===== src/rtl/dh_exchange_ctrl.sv =====
// Diffie-Hellman exchange sequencer: LFSR keygen, public key via mod-exp unit, link swap, shared secret.
// Optional RX_WAIT timeout is compiled in with `define DH_RX_TIMEOUT_EN.
module dh_exchange_ctrl #(
    parameter int             N       = 8,
    parameter int             P       = 89,
    parameter int             G       = 3,
    parameter logic [N-1:0]   TAPS    = 8'hB8,
    parameter int             TIMEOUT = 1000
) (
    input  logic         clk,
    input  logic         rst,
    input  logic         ena,
    input  logic         start,
    input  logic [N-1:0] seed,
    output logic         mp_start,
    output logic [N-1:0] mp_base,
    output logic [N-1:0] mp_exp,
    input  logic [N-1:0] mp_res,
    input  logic         mp_rdy,
    output logic [N-1:0] tx_data,
    output logic         tx_valid,
    input  logic         tx_ready,
    input  logic [N-1:0] rx_data,
    input  logic         rx_valid,
    output logic [N-1:0] shared_key,
    output logic         key_valid,
    output logic         busy,
    output logic [1:0]   err_code
);

    localparam logic [3:0] IDLE      = 4'd0;
    localparam logic [3:0] KEYGEN    = 4'd1;
    localparam logic [3:0] PUB_START = 4'd2;
    localparam logic [3:0] PUB_WAIT  = 4'd3;
    localparam logic [3:0] TX        = 4'd4;
    localparam logic [3:0] RX_WAIT   = 4'd5;
    localparam logic [3:0] SEC_START = 4'd6;
    localparam logic [3:0] SEC_WAIT  = 4'd7;
    localparam logic [3:0] DONE      = 4'd8;
    localparam logic [3:0] ERR       = 4'd9;

    localparam logic [N-1:0] ONE_N    = N'(1);
    localparam logic [N-1:0] TWO_N    = N'(2);
    localparam logic [N-1:0] G_N      = N'(G);
    localparam logic [N-1:0] PMINUS2  = N'(P - 2);

    if (P < 3 || P >= (1 << N) || G <= 1 || G >= P || TIMEOUT < 1) begin : g_param_check
        $error("dh_exchange_ctrl: illegal parameter set");
    end

    logic [3:0]   state;
    logic [N-1:0] lfsr;
    logic [N-1:0] lfsr_next;
    logic [N-1:0] priv;
    logic [N-1:0] peer;
    logic         peer_full;
    logic         active;
    logic         lfsr_ok;
    logic         peer_ok;

`ifdef DH_RX_TIMEOUT_EN
    localparam int TW = $clog2(TIMEOUT + 1);
    localparam logic [TW-1:0] TLAST = TW'(TIMEOUT - 1);
    logic [TW-1:0] rx_cnt;
`endif

    always_comb begin
        lfsr_next = {1'b0, lfsr[N-1:1]};
        if (lfsr[0]) begin
            lfsr_next = lfsr_next ^ TAPS;
        end
    end

    assign active  = (state != IDLE) && (state != DONE) && (state != ERR);
    assign lfsr_ok = (lfsr >= ONE_N) && (lfsr <= PMINUS2);
    // Range check alone rejects 0, 1, P-1 and anything >= P.
    assign peer_ok = (peer >= TWO_N) && (peer <= PMINUS2);

    always_ff @(posedge clk or posedge rst) begin
        if (rst) begin
            state      <= IDLE;
            lfsr       <= ONE_N;
            priv       <= '0;
            peer       <= '0;
            peer_full  <= 1'b0;
            mp_start   <= 1'b0;
            mp_base    <= '0;
            mp_exp     <= '0;
            tx_data    <= '0;
            tx_valid   <= 1'b0;
            shared_key <= '0;
            key_valid  <= 1'b0;
            busy       <= 1'b0;
            err_code   <= 2'd0;
`ifdef DH_RX_TIMEOUT_EN
            rx_cnt     <= '0;
`endif
        end else if (ena) begin
            // First peer key wins; it may arrive any time the exchange is running.
            if (active && rx_valid && !peer_full) begin
                peer      <= rx_data;
                peer_full <= 1'b1;
            end

            case (state)
                IDLE, DONE, ERR: begin
                    if (start) begin
                        lfsr      <= (seed == '0) ? ONE_N : seed;
                        key_valid <= 1'b0;
                        err_code  <= 2'd0;
                        peer_full <= 1'b0;
                        busy      <= 1'b1;
                        state     <= KEYGEN;
                    end
                end
                KEYGEN: begin
                    if (lfsr_ok) begin
                        priv     <= lfsr;
                        mp_start <= 1'b1;
                        mp_base  <= G_N;
                        mp_exp   <= lfsr;
                        state    <= PUB_START;
                    end else begin
                        lfsr <= lfsr_next;
                    end
                end
                PUB_START: begin
                    mp_start <= 1'b0;
                    state    <= PUB_WAIT;
                end
                PUB_WAIT: begin
                    if (mp_rdy) begin
                        tx_data  <= mp_res;
                        tx_valid <= 1'b1;
                        state    <= TX;
                    end
                end
                TX: begin
                    if (tx_ready) begin
                        tx_valid <= 1'b0;
                        state    <= RX_WAIT;
`ifdef DH_RX_TIMEOUT_EN
                        rx_cnt   <= '0;
`endif
                    end
                end
                RX_WAIT: begin
                    if (peer_full) begin
                        if (peer_ok) begin
                            mp_start <= 1'b1;
                            mp_base  <= peer;
                            mp_exp   <= priv;
                            state    <= SEC_START;
                        end else begin
                            err_code <= 2'd1;
                            busy     <= 1'b0;
                            state    <= ERR;
                        end
                    end
`ifdef DH_RX_TIMEOUT_EN
                    else if (rx_cnt == TLAST) begin
                        err_code <= 2'd2;
                        busy     <= 1'b0;
                        state    <= ERR;
                    end else begin
                        rx_cnt <= rx_cnt + 1'b1;
                    end
`endif
                end
                SEC_START: begin
                    mp_start <= 1'b0;
                    state    <= SEC_WAIT;
                end
                SEC_WAIT: begin
                    if (mp_rdy) begin
                        shared_key <= mp_res;
                        key_valid  <= 1'b1;
                        busy       <= 1'b0;
                        state      <= DONE;
                    end
                end
                default: begin
                    state <= IDLE;
                    busy  <= 1'b0;
                end
            endcase
        end
    end

endmodule


===== config.mk =====
export PLATFORM = sky130hd
export DESIGN_NAME = dh_exchange_ctrl
export DESIGN_NICKNAME = d
export VERILOG_FILES = /design/src/rtl/dh_exchange_ctrl.sv
export SDC_FILE = /design/constraint.sdc
export NUM_CORES = 1
export LEC_CHECK = 0
export CORE_MARGIN = 4
export CORE_UTILIZATION = 50
export CTS_CLUSTER_DIAMETER = 100
export DETAILED_ROUTE_END_ITERATION = 7
export PLACE_DENSITY = 0.89
export SYNTH_ARGS = -nofsm -noshare
export SYNTH_HDL_FRONTEND = slang
export SYNTH_SLANG_ARGS = --single-unit

===== constraint.sdc =====
create_clock -name clk -period 2.35 [get_ports clk]
set_input_delay 0.47 -clock clk [delete_from_list [all_inputs] [get_ports clk]]
set_output_delay 0.47 -clock clk [all_outputs]
set_load 0.05 [all_outputs]

**Yosys cells after proc, flatten, opt, wreduce, memory -nomap -nowiden**

Index checks and enable logic that the tools add are counted.

- Register bits: 67
- Latch bits: 0
- Memory bits (writable): 0
- Memory bits (read-only): 0
- Bits of input ports: 31
- Output and inout bits: 38
- Logic and storage cells: 113
- Memories kept: 0

- $add $sub $neg: 0
- $mul: 0
- Divide/modulo/power cells: 0
- Magnitude comparators: 4
- Equal/unequal tests: 20
- Shift-type cells: 0
- Multiplexer cells: 42
- Bitwise gates (word level): 2
- Reductions and logical operators: 31

Operator list:

| kind | count |
|---|---|
| $mux W8 | 10 |
| $pmux W8 S2 | 3 |
| $pmux W4 S8 | 1 |
| $mux W4 | 7 |
| $ne A2 B2 Y1 const B | 9 |
| $eq A4 B3 Y1 const B | 4 |
| $le A8 B7 Y1 const B | 2 |
| $reduce_and A5 Y1 | 3 |
| $mux W1 | 13 |
| $reduce_and A4 Y1 | 3 |
| $reduce_bool A2 Y1 | 5 |
| $reduce_and A3 Y1 | 3 |
| $eq A4 B2 Y1 const B | 2 |
| $eq A4 B4 Y1 const B | 2 |
| $ge A8 B1 Y1 const B | 1 |
| $ge A8 B2 Y1 const B | 1 |
| $logic_not A8 Y1 | 1 |
| $ne A4 B4 Y1 const B | 2 |
| $reduce_and A7 Y1 | 1 |
| $logic_and A1 B1 Y1 | 6 |
| $mux W2 | 3 |
| $reduce_and A6 Y1 | 1 |
| $reduce_or A5 Y1 | 1 |
| $eq A4 B1 Y1 const B | 1 |
| 13 further kinds | 14 |

**Longest topological paths before layout**

Gate-level depths: netlist of run 1.

- Depth in word-level cells: 8
- Mapped depth: 7
- Mapped depth without buffers: 5

**Least setup slack after synthesis of run 1**

Ideal clock, no wire load.

- Kind: reg2reg
- Start: reg state[1]
- End: reg mp_exp[0]
- Setup time: 125 ps
- Arrival time: 1948 ps
- Required time: 2225 ps
- Setup slack: 276 ps
- Stages on the path, launching flop included: 6
- Path buffers: 1
- Period minus slack after synthesis: 2074 ps
- Cells stage by stage: dfrtp_1 > or2b_2 > nor2_1 > clkbuf_1 > mux2_2 > mux2_4

- Longest elaborated chain between the ends: 3
- Elaborated cells on any way between the ends: 8
- Classes of those cells: eq/ne (5); mux (1); reduce/logical (2)

RTL lines:

| what | line | source |
|---|---|---|
| from (decl) | 51 | `logic [3:0] state;` |
| from (signal assigned) | 81 | `state <= IDLE;` |
| from (signal assigned) | 113 | `state <= KEYGEN;` |
| from (signal assigned) | 122 | `state <= PUB_START;` |
| $eq A4 B3 Y1 or $eq A4 B1 Y1 (tied branches) | 105 | `case (state)` |
| $ne A2 B2 Y1 (no source line) or $reduce_bool A2 Y1 (tied branches) | -- |  |
| $reduce_and A5 Y1 (no source line) | -- |  |
| to (signal assigned) | 121 | `mp_exp <= lfsr;` |
| to (signal assigned) | 152 | `mp_exp <= priv;` |
| to (decl) | 17 | `output logic [N-1:0] mp_exp,` |

Several ways; a longest one is shown, not always the timed one.
A chain may end at the register's enable or synchronous reset.

**Final worst setup path of run 1**

- Start: reg state[1]
- End: reg priv[1]

- Longest elaborated chain between the ends: 2

RTL lines:

| what | line | source |
|---|---|---|
| $eq A4 B1 Y1 | 105 |  |
| $reduce_and A3 Y1 (no source line) | -- |  |
| to (signal assigned) | 118 | `priv <= lfsr;` |
| to (decl) | 54 | `logic [N-1:0] priv;` |

Every way passes these cells.

==> results.md, run 1 <==
- Port bufs: 67
- Die width: 87.49 µm
- Number of setup violations in the final report: 0
- Antenna-violating nets left: 0
- Most area-hungry cell type in the Yosys netlist: dfrtp_1
- Crit path from: state[1]$_DFFE_PP0P_
- Core Area: 6026 µm²
- Initial antenna violation count: 0
- Final Cell Area: 4230 µm²
- Post-DP HPWL: 5350 µm
- Post-synth EDFFs: 0
- Worst-path fanout max: 14
- Crit path max-delay cell type: dfrtp_1
- Area Growth Syn to Fin: 33.90%
- Fillers: 441
- Synthesized area: 3159 µm²
- Pre-CTS WS: -0.07380 ns
- R2R Setup Slk: 0.09 ns
- Crit path DAT: 2.49 ns
- Largest cells by area after synthesis: dfrtp_1 (51%), mux2_2 (18%), mux2_4 (3.3%)
- Simple-gate share of the synthesized area: 11.01%
- Number of synthesized register bits: 66
- FP Rows: 28
- Starting Density: 52.43%
- Post-CTS setup repair buffer count: 0
- Final Hold Vio Count: 0
- Total track usage: 21.09%
- Total grt overflow: 0
- Nets: 377
- 1st-pass router iterations: 4
- Worst path bufs/invs: 1
- Clk buf depth: 2
- Fin util: 70.20%
- Syn Inst Count: 261
- Setup slack after layout: 0.08696 ns
- Die H: 87.49 µm
- Period minus WS final: 2.263 ns
- DR WL/cell: 17.30 µm
- WP data required: 2.58 ns
- Dpl cell area: 4026 µm²
- I/O Pins: 69
- Hold Buf Count CTS: 0
- Worst-path clk slew: 0.07 ns
- Clock root buffer: clkbuf_8
- Worst setup SP type: register
- Seq/Total Area, Yosys: 52.32%
- Synth cell types: 43
- Post-synth ARST share: 100.0%
- XOR/XNOR share of the synthesized area: 0.8317%
- Max-cap violations: 0
- Initial DRC count: 153
- GPL Wtd Cong: 0.8312
- Sinks on Clock Net: 66
- Fin Hold WS: 0.4223 ns
- Post-Route WL: 7371 µm
- Syn Area/Cell: 12.10 µm²
- Max Clock Freq: 441.9 MHz
- Worst-Skew Late Latency: 0.34 ns
- Leakage power: 0.001772 µW
- CTS tree: done
- Reg-to-Reg Start: state[1]$_DFFE_PP0P_
- Synth Area in Compound Gates: 8.396%
- Worst hold path type: in -> async
- RSZ-0062 raised after global routing: false
- R2R depth: 5
- Reg2reg end: priv[1]$_DFFE_PP0P_
- Critical path, cell by cell: or2b_2, nor3_2, buf_4, nand4_1, mux2_2
- Worst-Margin Slew: 0.5279 ns
- Post-synthesis adder-cell area fraction: 0%
- CP delay by family, top: simple AND/OR/NAND/NOR gates
- Post-synthesis mux area share: 24.32%
- N_diodes: 0
- Ys flop type: dfrtp_1
- Outcome: completed
- Post-synth top area share: 51.49%
- Worst vdd ir: 0.0009466 V
- Power Density: 1579 nW/µm²
- First-pass GRT wire length: 12320 µm
- Vias in the first global route: 2538
- Slowest stage delay, CP: 0.46 ns
- Commonest cells in the netlist: dfrtp_1 (65), mux2_2 (50), nand2_1 (18)
- Largest net degree at the start of global routing: 51
- Mapped Nets: 292
- Via Count: 2367
- Slew HR: 64.70%
- Clock Skews: 0.007582 ns
- Die ar.: 7655 µm²
- Vias/cell: 5.556
- Pins over their slew limit: 0
- H-tree depth: 3
- Main combinational cell family by area after synthesis: multiplexers
- Final Cycle Share: 96.30%
- YS warnings: 0
- Residual DRC: 0
- Kind of critical path: reg -> reg
- CP endpoint kind: register
- CTS buffer count: 9
- Layout cells sized above 1: 29.91%
- Count leader, synth: dfrtp_1
==> what timing repair did <==
item | 4_1_cts | 5_1_grt
hold endpoints to repair | 0 | 0
resized for setup | 0 | 0
setup endpoints to repair | 0 | 2
==> worst register-to-register path: cells and delay by family, from the launching register on <==
family	cells	cell delay, ns
buf+inv	1	0.24
flops	1	0.46
mux	1	0.45
simple gates	3	1.00
==> worst max-delay path by stage <==
| stage | end | cells after the start |
|---|---|---|
| after floorplan | busy$_DFFE_PP0P_ | 1 |
| after global placement | state[3]$_DFFE_PP0P_ | 6 |
| after detailed placement | state[3]$_DFFE_PP0P_ | 6 |
| after CTS | priv[1]$_DFFE_PP0P_ | 5 |
| after global routing | priv[4]$_DFFE_PP0P_ | 5 |
| final | priv[1]$_DFFE_PP0P_ | 5 |
==> sequential cells by signal (all words and copies together) (netlist names) <==
| name | count |
|---|---|
| busy | 1 |
| err_code | 1 |
| key_valid | 1 |
| lfsr | 8 |
| mp_base | 8 |
| mp_exp | 8 |
| mp_start | 1 |
| peer | 8 |
| peer_full | 1 |
| priv | 8 |
| shared_key | 8 |
| state | 4 |
| tx_data | 8 |
| tx_valid | 1 |
==> layout make-up <==
| class | count | area [µm²] | share of cell area, % |
|---|---|---|---|
| Timing Repair Buffer | 86 | 838.3 | 19.82 |
| Tap cell | 75 | 93.84 | 2.218 |
| Clock buffer | 11 | 151.4 | 3.579 |
| Multi-Input combinational cell | 175 | 1411 | 33.36 |
| Inverter | 8 | 30.03 | 0.7098 |
| Clock inverter | 5 | 52.55 | 1.242 |
| Sequential cell | 66 | 1653 | 39.07 |
==> metrics by stage <==
| stage | total power [µW] | instances | setup TNS, ns |
|---|---|---|---|
| 6_report | 6679 | 426 | 0 |
| 3_5_place_dp | 5706 | 410 | -0.2733 |
| 2_1_floorplan | 4537 | 261 | 0 |
| 3_3_place_gp | 5563 | 410 | 0 |
| 5_1_grt | 7044 | 426 | 0 |
| 4_1_cts | 6703 | 426 | 0 |
==> logic make-up (layout without fill, tap and decap cells) <==
| logic type | count (synthesis) | count (layout) |
|---|---|---|
| DFF | 66 | 66 |
| AOI/OAI and AO/OA | 38 | 38 |
| buffers and inverters | 20 | 110 |
| other | 1 | 1 |
| xor gates and xnor gates | 3 | 3 |
| and+or+nand+nor | 66 | 66 |
| muxes | 67 | 67 |
==> report_power, final <==
| part | total (µW) | leakage, µW | internal [µW] | switching [µW] |
|---|---|---|---|---|
| Sequential | 2110 | 0.000803 | 1670 | 438 |
| Clock | 970 | 0.000105 | 542 | 428 |
| Combinational | 3600 | 0.000864 | 1530 | 2070 |
==> placed cells by master, fill, tap and decap left out, types with 2 or more instances in the layout <==
master	count
clkdlybuf4s50_1	67
xnor2_1	3
clkinv_2	3
a21oi_1	17
a31oi_1	3
nor3_2	3
buf_12	2
mux2i_1	10
nor3_1	5
a21o_1	3
nor2b_1	2
nor4_1	4
o21ai_0	4
inv_1	7
dfrtp_1	65
nor2_1	16
mux2_2	50
clkbuf_8	11
nand2b_1	3
buf_4	17
o21a_1	2
or3_1	3
and2_1	2
mux2_4	7
nand2_1	18
nand3_1	3
==> per-layer routing <==
| metal | routed length [µm] | GRT usage (%) | vias to the layer above |
|---|---|---|---|
| met1 | 3001 | 25.08 | 1175 |
| met4 | 165 | 8.229 | 0 |
| li1 | - | - | 1098 |
| met2 | 3874 | 37.12 | 73 |
| met3 | 328 | 4.352 | 21 |
| met5 | 0 | 0 | - |
Power figures use the tool's default switching activity.
==> run 2, diff against run 1 <==
--- a/config.mk
+++ b/config.mk
@@ -5,11 +5,12 @@
 export SDC_FILE = /design/constraint.sdc
 export NUM_CORES = 1
 export LEC_CHECK = 0
+export CORE_ASPECT_RATIO = 0.8
 export CORE_MARGIN = 4
 export CORE_UTILIZATION = 50
 export CTS_CLUSTER_DIAMETER = 100
 export DETAILED_ROUTE_END_ITERATION = 7
-export PLACE_DENSITY = 0.89
+export PLACE_DENSITY = 0.79
 export SYNTH_ARGS = -nofsm -noshare
 export SYNTH_HDL_FRONTEND = slang
 export SYNTH_SLANG_ARGS = --single-unit
==> run 2 against run 1 <==
Largest power group unchanged. Count of clock-buffer cells in the layout up 1. Sequential power hardly changed. Global-route usage shrank 1.2 points. Die area about the same. Register-to-register slack improved by 0.11 ns. Largest cell class unchanged. Critical path type unchanged. Final cell count rose by 2.6%. Maximum frequency up 5.1%.
==> results.md, run 2 (synthesized netlist as in run 1, its figures left out) <==
- Sum Neg Setup Slack: 0 ns (unchanged)
- Worst-path fanout max: 6 (-8)
- Kind of critical path: reg -> reg
- N_diodes: 0 (unchanged)
- Vias in the first global route: 2445 (-3.7%)
- Post-CTS setup repair buffer count: 0 (unchanged)
- Clock root buffer: clkbuf_8
- Nets: 383 (+1.6%)
- Worst path bufs/invs: 1 (unchanged)
- CP endpoint kind: register
- Post-Layout Cell Count: 437 (+2.6%)
- Post-DP HPWL: 5103 µm (-4.6%)
- Hold Path Sink: priv[7]$_DFFE_PP0P_
- WHS Path Cells: 1
- Worst-path clk slew: 0.07 ns (about the same)
- Commonest non-fill, non-tap cell in the layout: clkdlybuf4s50_1
- Sinks on Clock Net: 66 (unchanged)
- Worst-Margin Slew: 0.5152 ns (-0.01264 ns)
- Die ar.: 7662 µm² (about the same)
- First-pass GRT wire length: 12060 µm (-2.1%)
- FP Rows: 25 (-11%)
- Initial DRC count: 108 (-29%)
- Worst vdd ir: 0.0008351 V (-12%)
- Reg-to-Reg Start: lfsr[4]$_DFFE_PP0P_
- Setup slack after layout: 0.1964 ns (+0.1095 ns)
- Clk buf depth: 2 (unchanged)
- CP delay by family, top: compound AO/OA/AOI/OAI gates
- Fillers: 440 (-0.23%)
- Most frequent cells in the layout: clkdlybuf4s50_1 (67), dfrtp_1 (65), mux2_2 (50), buf_4 (24), nand2_1 (18)
- Pre-CTS WS: -0.07153 ns (+0.002271 ns)
- Die width: 96.87 µm (+11%)
- H-tree depth: 3 (unchanged)
- R2R depth: 6 (+1)
- Initial antenna violation count: 0 (unchanged)
- Final Cycle Share: 91.64% (-4.7 points)
- Worst hold path type: reg -> reg
- Starting Density: 52.60% (+0.17 points)
- DR WL/cell: 16.24 µm (-6.2%)
- Leakage power: 0.001792 µW (+1.1%)
- Slew HR: 65.54% (+0.84 points)
- Worst-Skew Late Latency: 0.34 ns (about the same)
- RSZ-0062 raised after global routing: false
- Die H: 79.10 µm (-9.6%)
- Total track usage: 19.94% (-1.2 points)
- Max-cap violations: 0 (unchanged)
- Fin Hold WS: 0.4984 ns (+0.07615 ns)
- # placed instances: 422 (+2.9%)
- Number of setup violations in the final report: 0 (unchanged)
- Layout cells sized above 1: 30.06% (+0.14 points)
- Clock Skews: 0.008529 ns (+0.0009475 ns)
- Worst setup SP type: register
- GPL Wtd Cong: 0.8634 (+3.9%)
- Period minus WS final: 2.154 ns (-0.1095 ns)
- CTS tree: done
- Port bufs: 67 (unchanged)
- Residual DRC: 0 (unchanged)
- Slowest stage delay, CP: 0.66 ns (+0.20 ns)
- Via Count: 2312 (-2.3%)
- Vias/cell: 5.291 (-4.8%)
- Outcome: completed
- Max Clock Freq: 464.3 MHz (+5.1%)
- Total grt overflow: 0 (unchanged)
- R2R Setup Slk: 0.20 ns (+0.11 ns)
- Hold wc startpoint: priv[7]$_DFFE_PP0P_
- 1st-pass router iterations: 5 (+1)
- Hold Buf Count CTS: 0 (unchanged)
- CTS buffer count: 9 (unchanged)
- Area Growth Syn to Fin: 35.05%
- WP data required: 2.59 ns (about the same)
- Final Hold Vio Count: 0 (unchanged)
- Crit path DAT: 2.40 ns (-0.09 ns)
- Reg2reg end: mp_start$_DFFE_PP0P_
- I/O Pins: 69 (unchanged)
- Area of the multi-input gates: 1411 µm² (unchanged)
- Core Area: 6006 µm² (-0.33%)
- Largest net degree at the start of global routing: 67 (+31%)
- Antenna-violating nets left: 0 (unchanged)
- Critical path, cell by cell: a21o_1, a21oi_2, a21boi_2, or4_1, buf_4, a211oi_1
- Post-Route WL: 7095 µm (-3.7%)
- Pins over their slew limit: 0 (unchanged)
- Power Density: 1568 nW/µm² (-0.71%)
- FF+latch area: 1653 µm² (unchanged)
- Post-CTS sizing: 0 (unchanged)
- Crit path max-delay cell type: or4_1
-- run 2: cell count changes in the layout (fill, tap and decap cells not counted) --
cell        delta
buf_12         -1
buf_4          +7
clkbuf_8       -2
clkinv_2       -2
clkinvlp_4     -1
clkbuf_1       +3
bufinv_16      +1
-- run 2: final cells by class --
cell class                      count  share of cell area (%)
Timing Repair Buffer               92                   20.41
Clock buffer                       12                   3.167
Clock inverter                      3                   1.525
Sequential cell                    66                   38.74
Inverter                            8                  0.7038
Tap cell                           81                   2.375
Multi-Input combinational cell    175                   33.08
-- run 2: metrics by stage --
stage / cell area, µm² / util [%] / total power, µW
finish: 4267 / 71.04 / 6689
global route: 4267 / 71.04 / 7070
CTS: 4267 / 71.04 / 6743
detailed placement: 4066 / 67.71 / 5706
global placement: 4066 / 67.71 / 5620
floorplan: 3159 / - / 4537
-- run 2: worst max-delay path by stage --
stage,startpoint,cells after the start,endpoint,slack (ns)
3_5_place_dp,tx_ready,7,mp_start$_DFFE_PP0P_,-0.07
3_3_place_gp,tx_ready,6,state[0]$_DFFE_PP0P_,-0.003
2_1_floorplan,rst,1,busy$_DFFE_PP0P_,0.23
4_1_cts,lfsr[4]$_DFFE_PP0P_,6,mp_start$_DFFE_PP0P_,0.20
5_1_grt,lfsr[0]$_DFFE_PP1P_,6,mp_start$_DFFE_PP0P_,0.05
6_report,lfsr[4]$_DFFE_PP0P_,6,mp_start$_DFFE_PP0P_,0.20
-- run 2: power breakdown --
group          leakage, µW  internal [µW]  total (µW)  switching (µW)
clock network     0.000100            591         994             403
logic             0.000889           1560        3570            2010
registers         0.000803           1670        2120             450
total              0.00179           3820        6690            2870
-- run 2: worst register-to-register path, cell delays in order (launching register included) --
cell	delay, ns
dfrtp_1	0.45
a21o_1	0.22
a21oi_2	0.19
a21boi_2	0.10
or4_1	0.66
buf_4	0.20
a211oi_1	0.24
-- run 2: layer usage --
metal / up-vias / share of wire, % / track usage, %
met5: - / 0 / 0
li1: 1113 / - / -
met3: 5 / 4.7 / 5.180
met4: 0 / 1.2 / 6.872
met2: 57 / 49 / 32.37
met1: 1137 / 45 / 26.19
==> run 3, diff against run 2 <==
--- a/config.mk
+++ b/config.mk
@@ -5,7 +5,7 @@
 export SDC_FILE = /design/constraint.sdc
 export NUM_CORES = 1
 export LEC_CHECK = 0
-export CORE_ASPECT_RATIO = 0.8
+export CAP_MARGIN = 15
 export CORE_MARGIN = 4
 export CORE_UTILIZATION = 50
 export CTS_CLUSTER_DIAMETER = 100
==> run 3 against run 2 <==
Largest power group unchanged. Cell area rose by 0.94%. Global-route usage fell by 0.082 points. Die area barely moved. Via count did not move. Maximum frequency barely moved. Largest cell class unchanged. Flip-flop and latch count did not move. Non-clock buffer count fell by 2. Power rose by 2.1%.
==> results.md, run 3 (synthesized netlist as in run 1, its figures left out) <==
- Outcome: completed
- Max Clock Freq: 463.9 MHz (about the same)
- Pins over their slew limit: 0 (unchanged)
- Clock root buffer: clkbuf_8
- FP Rows: 28 (+12%)
- Sequential fraction of design power: 30.5% (-1.2 points)
- H-tree depth: 3 (unchanged)
- M3 GR Usage: 4.068% (-1.1 points)
- CTS buffer count: 9 (unchanged)
- Sum Neg Setup Slack: 0 ns (unchanged)
- Crit path DAT: 2.39 ns (about the same)
- Clock Skews: 0.006907 ns (-0.001622 ns)
- Most Crowded Layer GR: met2
- Initial DRC count: 125 (+16%)
- Vias/cell: 5.377 (+1.6%)
- M1 GR Usage: 25.21% (-0.97 points)
- Total track usage: 19.86% (-0.082 points)
- Residual DRC: 0 (unchanged)
- Die H: 87.49 µm (+11%)
- Hold Buf Count CTS: 0 (unchanged)
- First-pass GRT wire length: 11650 µm (-3.4%)
- DR WL/cell: 16.56 µm (+2.0%)
- Worst-path fanout max: 6 (unchanged)
- Power Density: 1585 nW/µm² (+1.1%)
- Kind of critical path: reg -> reg
- Via Count: 2312 (unchanged)
- Period minus WS final: 2.156 ns (+0.002072 ns)
- Final Hold Vio Count: 0 (unchanged)
- Port bufs: 67 (unchanged)
- Combinational Power Share: 53.4% (about the same)
- Fillers: 435 (-1.1%)
- Met2 usage: 32.81% (+0.44 points)
- Post-DP HPWL: 5007 µm (-1.9%)
- Commonest non-fill, non-tap cell in the layout: clkdlybuf4s50_1
- Cell-internal power: 3937 µW (+3.0%)
- Worst-Skew Late Latency: 0.34 ns (about the same)
- Post-CTS sizing: 0 (unchanged)
- RSZ-0062 raised after global routing: false
- Layout cells sized above 1: 30.70% (+0.65 points)
- Core Area: 6026 µm² (+0.33%)
- Die width: 87.49 µm (-9.7%)
- Worst hold path type: reg -> reg
- Worst-path clk slew: 0.07 ns (about the same)
- Worst vdd ir: 0.0009052 V (+8.4%)
- I/O Pins: 69 (unchanged)
- Total grt overflow: 0 (unchanged)
- Vias in the first global route: 2443 (-0.082%)
- Most frequent cells in the layout: clkdlybuf4s50_1 (67), dfrtp_1 (65), mux2_2 (50), buf_4 (20), nand2_1 (18)
- Switch Pwr: 2891 µW (+0.88%)
- Sinks on Clock Net: 66 (unchanged)
- Initial antenna violation count: 0 (unchanged)
- Worst setup SP type: register
- Max-cap violations: 0 (unchanged)
- CP endpoint kind: register
- Sw Share: 42.34% (-0.51 points)
- Final Cell Area: 4307 µm² (+0.94%)
- # placed instances: 413 (-2.1%)
- WP data required: 2.59 ns (about the same)
- Post-Route WL: 7120 µm (+0.35%)
- Clk network pwr share: 16.1% (+1.2 points)
- Number of setup violations in the final report: 0 (unchanged)
- Largest net degree at the start of global routing: 67 (unchanged)
- Dpl cell area: 4061 µm² (-0.12%)
- Worst-Margin Slew: 0.5223 ns (+0.007107 ns)
- Area Growth Syn to Fin: 36.32%
- Final Cycle Share: 91.73% (about the same)
- Post-Layout Cell Count: 430 (-1.6%)
- Starting Density: 52.43% (-0.17 points)
- Clk buf depth: 2 (unchanged)
- Leakage power: 0.001806 µW (+0.80%)
- Slew HR: 65.07% (-0.48 points)
- CTS tree: done
- Nets: 381 (-0.52%)
- GPL Wtd Cong: 0.8146 (-5.7%)
- N_diodes: 0 (unchanged)
- Die ar.: 7655 µm² (about the same)
- Antenna-violating nets left: 0 (unchanged)
- 1st-pass router iterations: 4 (-1)
## run 3: final cells by class
class / instances / area, µm² / share of cell area, %
clock inverter: 4 / 72.57 / 1.685
sequential: 66 / 1653 / 38.38
tap: 75 / 93.84 / 2.179
timing repair buffer: 90 / 880.8 / 20.45
inverter: 8 / 30.03 / 0.6973
multi-input combinational: 175 / 1411 / 32.77
clock buffer: 12 / 165.2 / 3.835
## run 3: power by group through the flow
stage,Combinational (µW),Sequential (µW),Clock [µW]
floorplan,1500,3030,0
global placement,3570,2070,0
detailed placement,3630,2100,0
CTS,3670,2090,1120
global route,3890,2160,1170
finish,3650,2080,1100
## run 3: through the flow
| step | hold slack [ns] | setup WS [ns] | util [%] | power, µW |
|---|---|---|---|---|
| 4_1_cts | 0.4945 | 0.1291 | 71.35 | 6874 |
| 3_5_place_dp | 0.4795 | -0.06680 | 67.40 | 5732 |
| 5_1_grt | 0.5223 | 0.08226 | 71.47 | 7210 |
| 3_3_place_gp | 0.4627 | -0.01239 | 67.40 | 5641 |
| 2_1_floorplan | 0.4474 | 0.2268 | - | 4537 |
| 6_report | 0.4895 | 0.1944 | 71.47 | 6828 |
## run 3: path summary, 6_finish.rpt
path                                              start                       to  slack, ns  cells past startpoint
worst max-delay path                lfsr[5]$_DFFE_PP0P_     mp_start$_DFFE_PP0P_       0.19                      6
worst min-delay path            err_code[0]$_DFFE_PP0P_  err_code[0]$_DFFE_PP0P_       0.49                      1
worst max register to register      lfsr[5]$_DFFE_PP0P_     mp_start$_DFFE_PP0P_       0.19                      6
worst min register to register  err_code[0]$_DFFE_PP0P_  err_code[0]$_DFFE_PP0P_       0.49                      1
max in group asynchronous                           rst      lfsr[0]$_DFFE_PP1P_       1.51                      3
min in group asynchronous                           rst    mp_exp[1]$_DFFE_PP0P_       0.52                      3
## run 3: worst max-delay path, stage by stage (launching register included)
cell	delay [ns]
dfrtp_1	0.46
a21o_1	0.20
a21oi_2	0.20
a21boi_2	0.11
or4_1	0.66
buf_4	0.20
a211oi_1	0.23
## run 3: metal layers
metal  wire [µm]  vias up
li1            -     1116
met1        3082     1134
met2        3655       47
met3         248       15
met4         133        0
met5           0        -
## run 3: timing repair
action,CTS,global route
endpoints found under the hold margin,0,0
setup buffers,0,1
endpoints found under the setup margin,0,7
